### config.mk
export PLATFORM = sky130hd
export DESIGN_NAME = uart_debug_tap
export DESIGN_NICKNAME = d
export VERILOG_FILES = /design/src/rtl/uart_debug_tap.sv
export SDC_FILE = /design/constraint.sdc
export NUM_CORES = 1
export LEC_CHECK = 0
export CELL_PAD_IN_SITES_DETAIL_PLACEMENT = 1
export CELL_PAD_IN_SITES_GLOBAL_PLACEMENT = 1
export CORE_MARGIN = 5
export CORE_UTILIZATION = 46
export CTS_BUF_LIST = sky130_fd_sc_hd__clkbuf_8
export DETAILED_ROUTE_END_ITERATION = 16
export PLACE_DENSITY_LB_ADDON = 0.1
export SYNTH_ARGS = -nofsm -noshare
export SYNTH_HDL_FRONTEND = slang
export SYNTH_SLANG_ARGS = --single-unit
### constraint.sdc
create_clock -name sys_clock -period 2.8 [get_ports sys_clock]
set_input_delay 0.56 -clock sys_clock [delete_from_list [all_inputs] [get_ports sys_clock]]
set_output_delay 0.56 -clock sys_clock [all_outputs]
set_load 0.02 [all_outputs]
### src/rtl/uart_debug_tap.sv
// uart_debug_tap: mirrors N_CH UART lines to debug pins and sniffs each with an 8N1 receiver
module uart_debug_tap #(
    parameter int CLK_HZ      = 100000000,
    parameter int BAUD        = 115200,
    parameter int N_CH        = 2,
    parameter int SYNC_STAGES = 2,
    parameter int CNT_W       = 16,
    parameter int STRETCH_CYC = 10000000
) (
    input  logic                    sys_clock,
    input  logic                    reset,
    input  logic [N_CH-1:0]         uart_line,
    input  logic [1:0]              mode,
    input  logic                    clear_counts,
    output logic [N_CH-1:0]         debug_line,
    output logic [N_CH-1:0]         byte_strobe,
    output logic [8*N_CH-1:0]       byte_data,
    output logic [CNT_W*N_CH-1:0]   byte_count,
    output logic [N_CH-1:0]         frame_err
);
    localparam int DIV = (CLK_HZ + BAUD / 2) / BAUD;
    localparam int BW  = $clog2(DIV);
    localparam int SW  = $clog2(STRETCH_CYC + 1);
    localparam logic [BW-1:0] HALF    = BW'(DIV / 2 - 1);
    localparam logic [BW-1:0] FULL    = BW'(DIV - 1);
    localparam logic [SW-1:0] STRETCH = SW'(STRETCH_CYC);

    typedef enum logic [2:0] {IDLE, START, DATA, STOP, BRK} rx_state_e;

    genvar c;
    generate
        for (c = 0; c < N_CH; c++) begin : g_ch
            logic [SYNC_STAGES-1:0] sync_q, sync_d;
            logic [1:0]             hist_q, hist_d;
            logic                   f_q, f_d, s, fall;
            logic [SW-1:0]          sc_q, sc_d;
            logic                   dbg_q, dbg_d;
            rx_state_e              st_q, st_d;
            logic [BW-1:0]          bc_q, bc_d;
            logic [2:0]             bi_q, bi_d;
            logic [7:0]             sh_q, sh_d, data_q, data_d;
            logic [CNT_W-1:0]       cnt_q, cnt_d;
            logic                   stb_q, stb_d, err_q, err_d;

            always_comb begin
                s      = sync_q[SYNC_STAGES-1];
                sync_d = {sync_q[SYNC_STAGES-2:0], uart_line[c]};
                hist_d = {hist_q[0], s};
                f_d    = (s & hist_q[0]) | (s & hist_q[1]) | (hist_q[0] & hist_q[1]);
                fall   = f_q & ~f_d;
                sc_d   = (mode == 2'b10 && fall) ? STRETCH :
                         (sc_q != '0) ? sc_q - SW'(1) : sc_q;
                dbg_d  = mode == 2'b00 ? s :
                         mode == 2'b01 ? f_q :
                         mode == 2'b10 ? (sc_q == '0) : 1'b1;
            end

            // Receiver samples the filtered line; clear_counts overrides any same-cycle update.
            always_comb begin
                st_d   = st_q;
                bc_d   = bc_q;
                bi_d   = bi_q;
                sh_d   = sh_q;
                data_d = data_q;
                cnt_d  = cnt_q;
                stb_d  = 1'b0;
                err_d  = err_q;
                case (st_q)
                    IDLE: if (fall) begin
                        st_d = START;
                        bc_d = HALF;
                    end
                    START: if (bc_q != '0) bc_d = bc_q - BW'(1);
                    else if (f_q) st_d = IDLE;
                    else begin
                        st_d = DATA;
                        bi_d = '0;
                        bc_d = FULL;
                    end
                    DATA: if (bc_q != '0) bc_d = bc_q - BW'(1);
                    else begin
                        sh_d = {f_q, sh_q[7:1]};
                        bi_d = bi_q + 3'd1;
                        bc_d = FULL;
                        if (bi_q == 3'd7) st_d = STOP;
                    end
                    STOP: if (bc_q != '0) bc_d = bc_q - BW'(1);
                    else if (f_q) begin
                        stb_d  = 1'b1;
                        data_d = sh_q;
                        cnt_d  = (cnt_q == '1) ? cnt_q : cnt_q + CNT_W'(1);
                        st_d   = IDLE;
                    end else begin
                        err_d = 1'b1;
                        st_d  = BRK;
                    end
                    default: if (f_q) st_d = IDLE;
                endcase
                if (clear_counts) begin
                    cnt_d = '0;
                    err_d = 1'b0;
                end
            end

            always_ff @(posedge sys_clock) begin
                if (reset) begin
                    sync_q <= '1;
                    hist_q <= '1;
                    f_q    <= 1'b1;
                    sc_q   <= '0;
                    dbg_q  <= 1'b1;
                    st_q   <= IDLE;
                    bc_q   <= '0;
                    bi_q   <= '0;
                    sh_q   <= '0;
                    data_q <= '0;
                    cnt_q  <= '0;
                    stb_q  <= 1'b0;
                    err_q  <= 1'b0;
                end else begin
                    sync_q <= sync_d;
                    hist_q <= hist_d;
                    f_q    <= f_d;
                    sc_q   <= sc_d;
                    dbg_q  <= dbg_d;
                    st_q   <= st_d;
                    bc_q   <= bc_d;
                    bi_q   <= bi_d;
                    sh_q   <= sh_d;
                    data_q <= data_d;
                    cnt_q  <= cnt_d;
                    stb_q  <= stb_d;
                    err_q  <= err_d;
                end
            end

            assign debug_line[c]                = dbg_q;
            assign byte_strobe[c]               = stb_q;
            assign byte_data[8*c +: 8]          = data_q;
            assign byte_count[CNT_W*c +: CNT_W] = cnt_q;
            assign frame_err[c]                 = err_q;
        end
    endgenerate
endmodule

==> results of run 1 <==
[kinds of logic (layout without fill, tap and decap cells)]
family,count (synthesis),in the layout
mux,9,9
xor+xnor,38,38
compound gates,221,221
simple gates,392,392
fa+ha+maj,17,17
buf+inv,72,136
flops,160,160
[critical path, stage by stage, from the launching register on]
cell,delay (ns)
dfxtp_1,0.37
nor4_1,0.46
nand4b_1,0.49
o31ai_2,0.65
o21ai_0,0.16
a21oi_1,0.17
[cells in the mapped netlist, types with 8 or more instances]
| library cell | count | area share [%] |
|---|---|---|
| a21oi_1 | 77 | 5.1 |
| o21ai_1 | 9 | 0.59 |
| o21ai_0 | 29 | 1.9 |
| nand4_1 | 16 | 1.3 |
| mux2i_1 | 8 | 1.1 |
| clkbuf_1 | 37 | 1.8 |
| o31ai_1 | 11 | 1.1 |
| or3_1 | 30 | 2.5 |
| nor4_1 | 8 | 0.66 |
| nor3_1 | 30 | 2.0 |
| a31oi_1 | 17 | 1.4 |
| dfxtp_1 | 160 | 42 |
| ha_1 | 14 | 2.3 |
| or4_1 | 14 | 1.4 |
| a211oi_1 | 13 | 1.3 |
| xnor2_1 | 10 | 1.2 |
| or2_2 | 17 | 1.4 |
| nor2_1 | 88 | 4.3 |
| o211ai_1 | 13 | 1.3 |
| and3_1 | 11 | 0.90 |
| nand3_1 | 33 | 2.2 |
| inv_1 | 22 | 1.1 |
| nand2_1 | 89 | 4.4 |
| xor2_1 | 28 | 3.2 |
[how the worst max path moves through the flow]
stage	endpoint	slack, ns	from
after floorplan	g_ch[0].st_q[1]	0.61	g_ch[0].bc_q[0]
after global placement	g_ch[0].sc_q[1]	0.47	mode[0]
after detailed placement	g_ch[0].sc_q[1]	0.43	mode[0]
after CTS	g_ch[0].sc_q[6]	0.45	g_ch[0].sc_q[16]
after global routing	g_ch[0].sc_q[6]	0.21	g_ch[0].sc_q[16]
final	g_ch[0].sc_q[6]	0.42	g_ch[0].sc_q[16]
[stage by stage]
step	instances	area (µm²)	hold slack (ns)	total power [W]	utilization, %
2_1_floorplan	909	7610	0.389	0.00465	-
3_3_place_gp	1161	8430	0.418	0.00510	51.4
3_5_place_dp	1161	8430	0.422	0.00524	51.4
4_1_cts	1193	8800	0.362	0.00694	53.6
5_1_grt	1193	8800	0.363	0.00738	53.6
6_report	1193	8800	0.400	0.00687	53.6
[flip-flops by register name, indices dropped and copies added, names as in the netlist]
signal / flops
g_ch.sc_q: 48
g_ch.cnt_q: 32
g_ch.bc_q: 20
g_ch.data_q: 16
g_ch.sh_q: 16
g_ch.bi_q: 6
g_ch.st_q: 6
g_ch.hist_q: 4
g_ch.sync_q: 4
g_ch.dbg_q: 2
g_ch.err_q: 2
g_ch.f_q: 2
g_ch.stb_q: 2
[metal layers]
layer  GRT usage (%)  wire length [µm]
met1            27.1              9610
met2            37.4             10000
met3            4.72               510
met4            6.44               299
met5               0                 0
[layout make-up]
cell class / instances / area (µm²)
Fill cell: 1972 / 7610
Multi-Input combinational cell: 677 / 4110
Sequential cell: 160 / 3200
Timing Repair Buffer: 82 / 761
Tap cell: 220 / 275
Clock buffer: 17 / 234
Clock inverter: 15 / 136
Inverter: 22 / 82.6
[power groups by stage]
stage	clock network [W]	registers, W	logic, W
finish	0.00163	0.00287	0.00236
floorplan	0	0.00283	0.00182
global placement	0	0.00289	0.00221
detailed placement	0	0.00292	0.00232
global route	0.00180	0.00293	0.00266
CTS	0.00169	0.00287	0.00237
==> flow_summary_export.csv, run 1 <==
group,metric,value,unit
final_layout,final_common_cell,"dfxtp_1",
power,leakagePower,3.07,nW
cts,tritoncts,"done",
detailed_routing,num_vias,6968,
critical_path,setup.worst_path.class,"flip-flop to flip-flop",
final_layout,syn2layout_area_growth,15.6,%
logic_synthesis,syn_inst,909,
min_path,hold_path_depth,2,
logic_synthesis,synth.yosys.seq_area_share,42.1,%
global_route,grt_usage,21.6,%
cts,cts-root-buf,"clkbuf_8",
sta,relSlewSlack,39.8,%
critical_path,rr_startpoint,"g_ch[0].sc_q[16]",
power,power.density,780,nW/µm²
critical_path,cp-end-kind,"flip-flop",
power,p_switching,0.00264,W
detailed_routing,wirelength,20400,µm
cts,htree_levels,4,
cts,cts_buffers,17,
power,p_int,0.00423,W
sta,fin_ws,0.421,ns
global_route,grt_pass1_vias,7377,
cts,post-cts-setup-buffers,0,
cts,clk_path_buf_depth,2,
power,p_sw_share,38.4,%
sta,final.period_utilization,85.0,%
cts,clk_latency,0.46,ns
die,dieHeight,139,µm
die,num_rows,47,
logic_synthesis,ys.flop_type,"dfxtp_1",
die,ioPinCount,61,
critical_path,ff2ff_setup_slack,0.42,ns
sta,drv_slew,0,
sta,fin_skew,0.0111,ns
job,maxCapViolations,0,
sta,tns,0,ns
logic_synthesis,ys_seq_elements,160,
global_route,grt_max_degree,88,
detailed_routing,drc_errors,0,
logic_synthesis,syn_area_per_cell,8.38,µm²
cts,clk_pin_slew,0.09,ns
cts,cts_hold_buf,0,
die,coreArea,16400,µm²
global_route,grt_pass1_wl,35500,µm
logic_synthesis,synth_top_family_by_area,"simple AND/OR/NAND/NOR gates",
cts,cts_resized,0,
critical_path,setup.worst_path.start_class,"flip-flop",
power,peakVddDrop,0.351,mV
logic_synthesis,syn_nets,930,
die,fp.dieArea,19200,µm²
final_layout,nets,981,
power,clkPwrFrac,23.8,%
power,pwr-share-seq,41.8,%
final_layout,final_cell_mix,"dfxtp_1 (160), nand2_1 (89), nor2_1 (88)",
critical_path,crit_fanout,11,
die,dieWidth,139,µm
sta,finalHoldViolCount,0,
logic_synthesis,synthAdderAreaFrac,2.69,%
critical_path,r2r-end,"g_ch[0].sc_q[6]",
placement,place_congestion,0.807,
min_path,min_to,"g_ch[1].data_q[3]",
global_route,overflow,0,
sta,rsz0062_at_grt,"false",
detailed_routing,drtAntennaViolNets,0,
logic_synthesis,ys_types,73,
critical_path,cp.required,3.18,ns
detailed_routing,wl_per_cell,17.1,µm
die,start_util,46.4,%
outcome,status,"finished clean",
logic_synthesis,yosys.area_share.simple,27.0,%
global_route,antenna_found_initial,0,
logic_synthesis,synth_edf_count,0,
sta,max_freq,0.420,GHz
logic_synthesis,synthesis.area,7610,µm²
critical_path,cp.arrival,2.76,ns
cts,cts.sinks,160,
placement,place_ws,0.428,ns
sta,tightest_slew,0.904,ns
min_path,hold_path.class,"input port to flip-flop",
detailed_routing,detail_route.iter0.violations,351,
placement,dp_hpwl,14300,µm
logic_synthesis,synth_compound_area_share,18.7,%
final_layout,drive_gt1_share,8.74,%
detailed_routing,drtPass1Iterations,4,
min_path,hold_path_startpoint,"reset",
logic_synthesis,synthMuxAreaShare,1.20,%
power,combPwrFrac,34.4,%
placement,io_buffers,60,
logic_synthesis,ys.warnings.count,0,
critical_path,r2r_cells,5,
sta,finalSetupViolCount,0,
logic_synthesis,synth-xor-area-share,4.37,%
sta,period_needed,2.38,ns
final_layout,diodes,0,
detailed_routing,via_per_inst,5.84,
logic_synthesis,ys_async_sr_fraction,0,%
Power figures use the tool's default switching activity.
==> run 2, diff against run 1 <==
--- a/config.mk
+++ b/config.mk
@@ -8,7 +8,7 @@
 export CELL_PAD_IN_SITES_DETAIL_PLACEMENT = 1
 export CELL_PAD_IN_SITES_GLOBAL_PLACEMENT = 1
 export CORE_MARGIN = 5
-export CORE_UTILIZATION = 46
+export CORE_UTILIZATION = 41
 export CTS_BUF_LIST = sky130_fd_sc_hd__clkbuf_8
 export DETAILED_ROUTE_END_ITERATION = 16
 export PLACE_DENSITY_LB_ADDON = 0.1
==> constraint.sdc (replaced) <==
create_clock -name sys_clock -period 2.05 [get_ports sys_clock]
set_input_delay 0.41 -clock sys_clock [delete_from_list [all_inputs] [get_ports sys_clock]]
set_output_delay 0.41 -clock sys_clock [all_outputs]
set_load 0.02 [all_outputs]
==> run 2 against run 1 <==
  * The run now ends with setup timing left
  * First-iteration DRC count is 24% lower
  * Combinational power grew 82%
  * Sequential power grew 36%
  * Setup slack got worse by 0.54 ns
  * Critical path type unchanged
  * Largest power group is now combinational cells
  * Highest routed layer unchanged
==> flow_summary_export.csv, run 2 (synthesized netlist as in run 1, its figures left out) <==
group,metric,value,unit
power,leakagePower,3.65,nW
cts,cts_buffers,17,
power,combPwrFrac,40.2,%
sta,finalSetupViolCount,3,
critical_path,cp.arrival,2.56,ns
final_layout,syn2layout_area_growth,28.2,%
placement,io_buffers,60,
final_layout,diodes,0,
cts,clk_path_buf_depth,2,
sta,finalHoldViolCount,0,
detailed_routing,drtPass1Iterations,6,
critical_path,cp.required,2.44,ns
final_layout,seqCellArea,3220,µm²
outcome,violations,"setup timing",
power,power.density,1090,nW/µm²
power,pwr-share-seq,36.6,%
power,p_switching,0.00388,W
final_layout,largest_register_ffs,48,
final_layout,reg.largest.list,"g_ch.sc_q (48), g_ch.cnt_q (32), g_ch.bc_q (20)",
detailed_routing,wl_per_cell,17.0,µm
die,num_rows,49,
sta,fin_skew,0.0125,ns
placement,place_ws,-0.215,ns
power,clkPwrFrac,23.2,%
critical_path,max_stage_delay,0.56,ns
sta,max_freq,0.461,GHz
final_layout,drive_gt1_share,20.8,%
global_route,grt_max_degree,52,
detailed_routing,num_vias,7310,
sta,tightest_slew,0.532,ns
die,ioPinCount,61,
critical_path,path_delay_family,"simple AND/OR/NAND/NOR gates",
job,maxCapViolations,0,
detailed_routing,drtAntennaViolNets,0,
critical_path,setup.worst_path.class,"flip-flop to flip-flop",
outcome,status,"finished, violations left",
placement,place_congestion,0.820,
critical_path,crit_buf_inv,0,
sta,fin_hold_ws,0.343,ns
sta,drv_slew,0,
sta,rsz0062_at_grt,"true",
sta,relSlewSlack,64.6,%
critical_path,crit_fanout,4,
critical_path,cp_cell_sequence,"or4_4 -> or3_4 -> or3_4 -> or3_4 -> a21oi_2",
detailed_routing,wirelength,21800,µm
die,fp.dieArea,21400,µm²
detailed_routing,via_per_inst,5.69,
global_route,grt_pass1_wl,37300,µm
global_route,grt_pass1_vias,7800,
placement,dp_hpwl,16000,µm
cts,tritoncts,"done",
sta,period_needed,2.17,ns
cts,clk_latency,0.46,ns
power,p_int,0.00680,W
final_layout,final_common_cell,"dfxtp_1",
die,dieHeight,146,µm
final_layout,max_flop_register,"g_ch.sc_q",
cts,clk_pin_slew,0.09,ns
cts,cts-root-buf,"clkbuf_8",
global_route,overflow,0,
die,start_util,42.0,%
global_route,antenna_found_initial,0,
die,coreArea,18100,µm²
min_path,hold_path.class,"input port to flip-flop",
power,peakVddDrop,0.814,mV
power,p_sw_share,36.3,%
final_layout,nets,1064,
final_layout,nFillCells,2155,
final_layout,utilization,53.8,%
die,dieWidth,146,µm
final_layout,multi_input_area,4340,µm²
critical_path,cp-end-kind,"flip-flop",
detailed_routing,drc_errors,0,
sta,fin_ws,-0.119,ns
critical_path,timing.critical_path.mode_cell,"or3_4",
global_route,grt_usage,20.4,%
final_layout,final_cell_mix,"dfxtp_1 (148), buf_4 (100), nand2_1 (89)",
cts,htree_levels,4,
detailed_routing,detail_route.iter0.violations,268,
cts,cts.sinks,160,
sta,final.period_utilization,106,%
critical_path,slowest_stage,"or4_4",
critical_path,setup.worst_path.start_class,"flip-flop",
[run 2: cell types whose count changed in the layout (fill, tap and decap cells not counted), moves of 5 or more]
cell     delta
buf_4      +78
dfxtp_1    -12
dfxtp_2    +12
or3_1       -6
or3_4       +6
nor4_1      -5
[run 2: final timing paths]
check,from,depth (start not counted),slack [ns],endpoint
setup / recovery,g_ch[1].sc_q[12],5,-0.12,g_ch[1].sc_q[22]
hold / removal,reset,2,0.34,g_ch[0].sc_q[15]
setup reg to reg,g_ch[1].sc_q[12],5,-0.12,g_ch[1].sc_q[22]
hold reg to reg,g_ch[0].sync_q[0],1,0.43,g_ch[0].sync_q[1]
[run 2: per-stage QoR]
stage	power (W)	TNS (ns)	cells	instance area [µm²]
5_1_grt	0.0114	-0.515	1285	9760
3_3_place_gp	0.00756	-0.241	1245	9050
2_1_floorplan	0.00636	-0.0439	909	7650
4_1_cts	0.0105	-0.276	1279	9560
6_report	0.0107	-0.306	1285	9760
3_5_place_dp	0.00781	-1.13	1245	9050
[run 2: power by group through the flow]
stage | Combinational [W] | Sequential, W | Clock [W]
after floorplan | 0.00249 | 0.00387 | 0
after global placement | 0.00368 | 0.00388 | 0
after detailed placement | 0.00388 | 0.00393 | 0
after CTS | 0.00405 | 0.00388 | 0.00255
after global routing | 0.00474 | 0.00397 | 0.00269
final | 0.00429 | 0.00391 | 0.00248
[run 2: layout make-up]
| type | instances | area share (%) |
|---|---|---|
| multi-input combinational | 677 | 44.4 |
| sequential | 160 | 33.0 |
| timing repair buffer | 165 | 14.5 |
| tap | 229 | 2.94 |
| clock buffer | 17 | 2.40 |
| clock inverter | 15 | 1.90 |
| inverter | 22 | 0.846 |
[run 2: worst register-to-register path: cells and delay by family, from the launching register on]
family	cells	cell delay (ns)
and+or+nand+nor	4	1.65
DFF	1	0.33
AOI/OAI and AO/OA	1	0.12
[run 2: timing repair]
item | 4_1_cts | 5_1_grt
hold buffers | 0 | 0
cloned | 0 | 1
buffers inserted | 2 | 5
endpoints found under the setup margin | 25 | 61
resized for setup | 15 | 45
pin swaps | 12 | 15
[run 2: per-layer routing]
metal | share of wire [%] | vias up | GRT usage [%]
li1 | - | 3575 | -
met1 | 44 | 3623 | 24.1
met2 | 51 | 78 | 36.7
met3 | 2.4 | 34 | 4.18
met4 | 2.2 | 0 | 7.24
met5 | 0 | - | 0
==> run 3, diff against run 2 <==
--- a/config.mk
+++ b/config.mk
@@ -5,9 +5,9 @@
 export SDC_FILE = /design/constraint.sdc
 export NUM_CORES = 1
 export LEC_CHECK = 0
+export ABC_AREA = 0
 export CELL_PAD_IN_SITES_DETAIL_PLACEMENT = 1
 export CELL_PAD_IN_SITES_GLOBAL_PLACEMENT = 1
-export CORE_MARGIN = 5
 export CORE_UTILIZATION = 41
 export CTS_BUF_LIST = sky130_fd_sc_hd__clkbuf_8
 export DETAILED_ROUTE_END_ITERATION = 16
==> run 3 against run 2 <==
  * The run ends with DRC, setup timing left
  * Count of clock-buffer cells in the layout unchanged
  * Global-route usage up 3.4 points
  * Clock skew up 0.0058 ns
  * Hold slack better by 0.097 ns
  * Sequential share of layout area down 0.45 points
  * Clock power down 11%
  * First-iteration DRC count up 7.5%
  * Non-clock buffer count up 19
  * Utilization up 1.1 points
  * Flip-flop and latch count unchanged
  * Critical endpoint is now g_ch[1].sc_q[23]
  * Largest power group unchanged
==> flow_summary_export.csv, run 3 (synthesized netlist as in run 1, its figures left out) <==
group,metric,value,unit
critical_path,setup.worst_path.class,"flip-flop to flip-flop",
cts,htree_levels,4,
power,p_switching,0.00388,W
sta,fin_ws,-0.0448,ns
critical_path,cp.arrival,2.48,ns
sta,finalHoldViolCount,0,
detailed_routing,drtAntennaViolNets,0,
final_layout,drive_gt1_share,22.9,%
final_layout,syn2layout_area_growth,30.3,%
sta,relSlewSlack,64.7,%
power,pwr-share-seq,37.0,%
final_layout,final_cell_area,9920,µm²
critical_path,crit_fanout,4,
detailed_routing,num_vias,7379,
sta,fin_skew,0.0183,ns
power,leakagePower,3.73,nW
sta,final.period_utilization,102,%
cts,clk_path_buf_depth,2,
global_route,grt_pass1_vias,7780,
cts,cts_hold_buf,0,
sta,tightest_slew,0.516,ns
final_layout,largest_register_ffs,48,
power,clkPwrFrac,20.9,%
sta,period_needed,2.09,ns
final_layout,reg.largest.list,"g_ch.sc_q (48), g_ch.cnt_q (32), g_ch.bc_q (20)",
detailed_routing,drc_errors,4,
outcome,violations,"DRC, setup timing",
sta,drv_slew,0,
final_layout,nets,1083,
outcome,status,"finished, violations left",
cts,clk_latency,0.46,ns
die,ioPinCount,61,
placement,dp_hpwl,16000,µm
critical_path,cp.required,2.44,ns
die,fp.dieArea,19100,µm²
cts,cts-root-buf,"clkbuf_8",
cts,cts_buffers,17,
die,coreArea,18100,µm²
cts,clk_pin_slew,0.09,ns
final_layout,final_common_cell,"dfxtp_1",
critical_path,cp-end-kind,"flip-flop",
min_path,hold_path.class,"input port to flip-flop",
die,num_rows,49,
placement,io_buffers,60,
critical_path,setup.worst_path.start_class,"flip-flop",
job,maxCapViolations,0,
final_layout,max_flop_register,"g_ch.sc_q",
detailed_routing,wl_per_cell,17.2,µm
sta,max_freq,0.477,GHz
power,p_int,0.00670,W
power,combPwrFrac,42.1,%
power,peakVddDrop,0.761,mV
global_route,overflow,0,
detailed_routing,detail_route.iter0.violations,288,
detailed_routing,drtPass1Iterations,11,
global_route,antenna_found_initial,0,
power,power.density,1070,nW/µm²
final_layout,diodes,0,
global_route,grt_usage,23.8,%
detailed_routing,wirelength,22400,µm
cts,tritoncts,"done",
die,dieHeight,138,µm
placement,placed_area,9130,µm²
final_layout,final_cell_mix,"dfxtp_1 (143), buf_4 (118), nand2_1 (89)",
power,p_sw_share,36.7,%
placement,place_congestion,0.854,
die,start_util,42.1,%
sta,finalSetupViolCount,4,
cts,cts.sinks,160,
global_route,grt_pass1_wl,37600,µm
detailed_routing,via_per_inst,5.67,
sta,rsz0062_at_grt,"true",
global_route,grt_max_degree,79,
power,power.total,0.0106,W
die,dieWidth,138,µm
-- run 3: area by class of cell --
| class | instances | area (µm²) |
|---|---|---|
| fill | 2171 | 8170 |
| multi-input combinational | 677 | 4390 |
| sequential | 160 | 3230 |
| timing repair buffer | 184 | 1570 |
| tap | 229 | 287 |
| clock buffer | 17 | 234 |
| clock inverter | 13 | 125 |
| inverter | 22 | 82.6 |
-- run 3: critical path, cell delays in order, from the launching register on --
cell and delay, ns:
dfxtp_1 0.32, or4_4 0.56, or4_4 0.52, or4_1 0.48, a31oi_1 0.15
-- run 3: path summary, 6_finish.rpt --
kind / cells past startpoint / slack (ns) / end / from
min reg2reg: 1 / 0.45 / g_ch[1].sync_q[1] / g_ch[1].sync_q[0]
max reg2reg: 4 / -0.04 / g_ch[1].sc_q[23] / g_ch[1].sc_q[11]
min: 3 / 0.44 / g_ch[1].data_q[3] / reset
max: 4 / -0.04 / g_ch[1].sc_q[23] / g_ch[1].sc_q[11]
-- run 3: metal layers --
| metal | vias up | share of wire, % | track usage [%] |
|---|---|---|---|
| met5 | - | 0 | 0 |
| li1 | 3613 | - | - |
| met1 | 3642 | 44 | 28.1 |
| met4 | 0 | 1.1 | 7.10 |
| met2 | 103 | 52 | 43.8 |
| met3 | 21 | 2.5 | 4.40 |
-- run 3: what timing repair did --
action                                  4_1_cts  5_1_grt
gates resized for setup                      12       64
setup buffers                                 5       13
endpoints found under the setup margin       27       73
pin swaps                                    13       18
-- run 3: power by group through the flow --
stage	combinational [W]	clock [W]	sequential (W)
finish	0.00446	0.00221	0.00391
global route	0.00489	0.00243	0.00397
CTS	0.00406	0.00229	0.00388
detailed placement	0.00393	0	0.00393
global placement	0.00367	0	0.00389
floorplan	0.00249	0	0.00387
-- run 3: through the flow --
stage                     cells  utilization [%]  setup slack [ns]  hold slack (ns)  setup TNS (ns)
final                      1302             54.9           -0.0448            0.439          -0.109
after global routing       1302             54.9            -0.104            0.401          -0.533
after CTS                  1289             53.1           -0.0609            0.406          -0.194
after detailed placement   1254             50.5            -0.153            0.438          -0.889
after global placement     1254             50.5            -0.110            0.425          -0.172
after floorplan             909                -           -0.0424            0.389         -0.0439
